$ cat src/rtl/arb_pkg.sv
// Shared types and constants for the 4-way round-robin arbiter.
// Holds the FSM encoding and the rotating-priority pick helper.
package arb_pkg;

  localparam int N_REQ = 4;
  localparam int ID_W  = 2;

  typedef enum logic {
    IDLE  = 1'b0,
    GRANT = 1'b1
  } state_t;

  typedef struct packed {
    logic            found;
    logic [ID_W-1:0] idx;
  } pick_t;

  // Scan from the highest offset down so the lowest offset from ptr wins.
  function automatic pick_t rr_pick(input logic [N_REQ-1:0] req,
                                    input logic [ID_W-1:0]  ptr);
    pick_t           p;
    logic [ID_W-1:0] c;
    p = '0;
    for (int k = N_REQ - 1; k >= 0; k--) begin
      c = ptr + ID_W'(k);
      if (req[c]) begin
        p.found = 1'b1;
        p.idx   = c;
      end
    end
    return p;
  endfunction

endpackage

$ cat src/rtl/decoder_2x4_en.sv
// 2-to-4 one-hot decoder with enable; output is all zeros when disabled.
module decoder_2x4_en
  import arb_pkg::*;
(
  input  logic [ID_W-1:0]  i_sel,
  input  logic             i_en,
  output logic [N_REQ-1:0] o_onehot
);

  always_comb begin
    o_onehot = '0;
    if (i_en) o_onehot[i_sel] = 1'b1;
  end

endmodule

$ cat src/rtl/rr_arbiter_4.sv
// Four-requester round-robin arbiter with zero-bubble hand-off on release.
// Optional forced-release hold timer enabled by macro ARB_TIMEOUT_EN.
//
// state | meaning
// IDLE  | no owner; grant the first requester from ptr
// GRANT | owner holds until done (or timeout); hand off or go idle
module rr_arbiter_4
  import arb_pkg::*;
#(
  parameter int TIMEOUT_CYCLES = 16
) (
  input  logic             clk,
  input  logic             rst,
  input  logic [N_REQ-1:0] req,
  input  logic             done,
  output logic [N_REQ-1:0] gnt,
  output logic [ID_W-1:0]  gnt_id,
  output logic             gnt_valid
`ifdef ARB_TIMEOUT_EN
  , output logic           timeout
`endif
);

  state_t          r_state, w_state_nxt;
  logic [ID_W-1:0] r_ptr, w_ptr_nxt;
  logic [ID_W-1:0] r_gnt_id, w_gnt_id_nxt;
  logic            w_enter;
  logic            w_release;
  logic            w_timeout;
  logic [N_REQ-1:0] w_req_masked;
  pick_t           w_pick;

`ifdef ARB_TIMEOUT_EN
  localparam int CNT_W = (TIMEOUT_CYCLES > 1) ? $clog2(TIMEOUT_CYCLES) : 1;
  localparam logic [CNT_W-1:0] HOLD_MAX = CNT_W'(TIMEOUT_CYCLES - 1);

  logic [CNT_W-1:0] r_hold, w_hold_nxt;

  assign w_timeout = (r_state == GRANT) && !done && (r_hold == HOLD_MAX);
  assign timeout   = w_timeout;

  always_comb begin
    w_hold_nxt = r_hold;
    if (w_enter || (w_state_nxt == IDLE)) w_hold_nxt = '0;
    else if ((r_state == GRANT) && !done) w_hold_nxt = r_hold + CNT_W'(1);
  end

  always_ff @(posedge clk or posedge rst) begin
    if (rst) r_hold <= '0;
    else     r_hold <= w_hold_nxt;
  end
`else
  assign w_timeout = 1'b0;
`endif

  // On release the owner is masked so it cannot immediately win again.
  assign w_release    = (r_state == GRANT) && (done || w_timeout);
  assign w_req_masked = (r_state == GRANT) ? (req & ~(N_REQ'(1) << r_gnt_id)) : req;
  assign w_pick       = rr_pick(w_req_masked, r_ptr);

  always_comb begin
    w_state_nxt  = r_state;
    w_ptr_nxt    = r_ptr;
    w_gnt_id_nxt = r_gnt_id;
    w_enter      = 1'b0;
    case (r_state)
      IDLE: begin
        if (w_pick.found) begin
          w_state_nxt  = GRANT;
          w_gnt_id_nxt = w_pick.idx;
          w_ptr_nxt    = w_pick.idx + ID_W'(1);
          w_enter      = 1'b1;
        end
      end
      GRANT: begin
        if (w_release) begin
          if (w_pick.found) begin
            w_gnt_id_nxt = w_pick.idx;
            w_ptr_nxt    = w_pick.idx + ID_W'(1);
            w_enter      = 1'b1;
          end else begin
            w_state_nxt  = IDLE;
            w_gnt_id_nxt = '0;
          end
        end
      end
      default: begin
        w_state_nxt  = IDLE;
        w_gnt_id_nxt = '0;
      end
    endcase
  end

  always_ff @(posedge clk or posedge rst) begin
    if (rst) begin
      r_state  <= IDLE;
      r_ptr    <= '0;
      r_gnt_id <= '0;
    end else begin
      r_state  <= w_state_nxt;
      r_ptr    <= w_ptr_nxt;
      r_gnt_id <= w_gnt_id_nxt;
    end
  end

  assign gnt_valid = (r_state == GRANT);
  assign gnt_id    = r_gnt_id;

  decoder_2x4_en u_dec (
    .i_sel    (r_gnt_id),
    .i_en     (gnt_valid),
    .o_onehot (gnt)
  );

endmodule

$ cat config.mk
export PLATFORM = sky130hd
export DESIGN_NAME = rr_arbiter_4
export DESIGN_NICKNAME = d
export VERILOG_FILES = /design/src/rtl/arb_pkg.sv /design/src/rtl/decoder_2x4_en.sv /design/src/rtl/rr_arbiter_4.sv
export SDC_FILE = /design/constraint.sdc
export NUM_CORES = 1
export LEC_CHECK = 0
export CAP_MARGIN = 20
export CORE_AREA = 3 3 40 42
export DETAILED_ROUTE_END_ITERATION = 12
export DIE_AREA = 0 0 43 45
export PLACE_DENSITY = 0.75
export SLEW_MARGIN = 20
export SYNTH_ARGS = -nofsm -noshare
export SYNTH_HDL_FRONTEND = slang
export SYNTH_SLANG_ARGS = --single-unit
$ cat constraint.sdc
create_clock -name clk -period 4.3 [get_ports clk]
set_input_delay 1.29 -clock clk [delete_from_list [all_inputs] [get_ports clk]]
set_output_delay 1.29 -clock clk [all_outputs]
set_load 0.1 [all_outputs]
==> flow_metrics.py <==
metrics = {
    "detailed_routing": {
        "drc": 0,
        "vias": 498,
        "ant_nets": 0,
        "drtPass1Iterations": 4,
        "routedWlPerCell_um": 13.8,
        "wl_mm": 1.25,
        "drtIter0Drc": 9,
        "routed_via_density": 5.53,
    },
    "clock_network": {
        "clock-sinks": 5,
        "cts_tree": "yes",
        "cts_max_level": 1,
        "cts_buffers": 3,
        "clock_latency_ns": 0.24,
        "cts_setup_buffers": 0,
        "ctsHoldBuffers": 0,
        "clk_path_buf_depth": 2,
        "cts_resized": 0,
        "cts-root-buf": "clkbuf_4",
        "cts.clk_slew.worst_paths_ns": 0.05,
    },
    "min_path": {
        "hold_path_depth": 2,
        "min_to": "r_ptr[1]",
        "hp-class": "flop to flop",
        "hp-start": "r_ptr[1]",
    },
    "synth": {
        "synth_edf_count": 0,
        "synth.distinct_cells": 38,
        "synthFlopType": "dfrtp_1",
        "async_flop_share_pct": 100,
        "synth-seq-cells": 5,
        "postSynthAreaPerCell_um2": 8.78,
        "syn_inst": 60,
        "syn-num-nets": 67,
        "syn_area_um2": 527,
        "ys_seq_area_share_pct": 23.8,
        "synth_warnings": 0,
    },
    "critical_path": {
        "required_ns": 3.01,
        "cpPeakStageDelay_ns": 1.20,
        "slowest_stage": "clkdlybuf4s50_1",
        "path_buf_inv": 1,
        "rr_worst_depth": 6,
        "worstPathCellList": "clkdlybuf4s50_1",
        "reg2reg_slack_ns": 1.85,
        "start_kind": "flop",
        "crit_type": "flop to output pin",
        "crit_family": "buffers and inverters",
        "rr_endpoint": "r_ptr[1]",
        "rr_startpoint": "r_ptr[0]",
        "critical_path_arrival_ns": 1.98,
        "critPathCaptureType": "output pin",
        "critPathMaxFanout": 11,
    },
    "timing": {
        "layout_setup_ws_ns": 1.03,
        "skew_ns": 0.00426,
        "final-setup-viol-count": 0,
        "fin_crit_sh_pct": 76.1,
        "finalHoldViolations": 0,
        "relSlewSlack_pct": 35.0,
        "grt_setup_unrepaired": "no",
        "finalSetupTns_ns": 0,
        "worst_pin_slew_ns": 0.972,
        "slew_violations": 0,
        "min_period_ns": 3.27,
        "fmax_ghz": 0.306,
    },
    "final_layout": {
        "layout_commonest_cell": "clkdlybuf4s50_1",
        "syn_to_final_growth_pct": 28.0,
        "mostFrequentLayoutCells": "9 x clkdlybuf4s50_1, 5 x dfrtp_1, 4 x nand2_1, 4 x nor2_1, 4 x buf_4",
        "post-route-util_pct": 52.5,
        "nNetsFinal": 83,
        "diodes": 0,
        "drive_above_1_share_pct": 24.0,
        "nFillCells": 130,
        "stdcell_count": 90,
    },
    "global_routing": {
        "antenna_found_initial": 0,
        "grt_pass1_wl_mm": 2.19,
        "overflow": 0,
        "grt_pass1_vias": 487,
        "track_usage_pct": 15.2,
        "grt_max_degree": 14,
    },
    "floorplan": {
        "start_util_pct": 41.0,
        "coreArea_mm2": 0.00128,
        "rows": 13,
        "die-area_mm2": 0.00194,
        "die_h_um": 45,
        "io_pins": 14,
        "die_w_um": 43,
    },
    "place": {
        "port_buffers": 13,
        "dp.cells": 86,
        "post-place-ws_ns": 0.836,
        "gp_congestion": 0.841,
        "hpwlAfterDp_mm": 1.02,
    },
    "run": {
        "maxCapViolCount": 0,
    },
    "run_status": {
        "status": "completed",
    },
}
-- routing by layer --
metal	share of wire [%]	track usage [%]	vias to the layer above
met2	47	26.0	12
met3	5.4	3.98	0
li1	-	-	256
met1	48	18.4	230
met5	0	0	-
met4	0	5.42	0
-- tightest hold or removal path: cells and delay by family, from the launching register on --
| kind | cells | cell delay (ns) |
|---|---|---|
| flip-flops | 1 | 0.42 |
| AO/OA/AOI/OAI | 1 | 0.05 |
| AND/OR/NAND/NOR | 1 | 0.12 |
-- cells by family (layout without fill, tap and decap cells) --
family / count (synthesis) / after routing / synth area share (%)
AO/OA/AOI/OAI: 18 / 18 / 27.8
flip-flops: 5 / 5 / 23.8
buffers and inverters: 6 / 21 / 6.41
multiplexers: 5 / 5 / 12.1
AND/OR/NAND/NOR: 24 / 24 / 26.6
XOR/XNOR: 2 / 2 / 3.33
-- layout make-up --
cell class	instances	area [um2]	share of cell area [%]
Multi-Input combinational cell	49	368	54.5
Clock buffer	3	22.5	3.34
Tap cell	15	18.8	2.78
Timing Repair Buffer	13	120	17.8
Inverter	4	15.0	2.23
Clock inverter	1	5.00	0.742
Sequential cell	5	125	18.6
-- state kept, by name (all words and copies together), names as in the netlist --
signal     cells
gnt_valid      1
gnt_id         2
r_ptr          2
-- per-stage QoR --
step                instance area [um2]  hold WS [ns]
finish                              674         0.639
detailed placement                  647         0.617
floorplan                           527         0.575
CTS                                 674         0.624
global placement                    647         0.625
global route                        674         0.673
-- how the worst max path moves through the flow --
stage,startpoint,to,slack (ns),depth (start not counted)
after global routing,gnt_id[0],gnt_id[0],0.93,1
after detailed placement,req[0],r_ptr[0],0.84,7
after floorplan,gnt_valid,gnt[0],0.42,2
after global placement,req[1],r_ptr[0],0.91,7
final,gnt_id[0],gnt_id[0],1.03,1
after CTS,gnt_id[0],gnt_id[0],1.02,1
-- synth_stat cells (all sizes together), types with 2 or more instances --
library cell,instances,area [um2]
and3,2,12.5
nor2,4,15.0
mux2i,3,30.0
nand3,2,10.0
nand2,4,15.0
nor2b,3,23.8
or2b,2,15.0
a21oi,3,15.0
a31oi,3,33.8
buf,2,18.8
inv,4,15.0
dfrtp,5,125
and2,2,12.5
o21ai,3,15.0
Power is left out: the tool's default activity adds up to more than one toggle a clock period on the data nets, which glitch-free logic cannot reach.
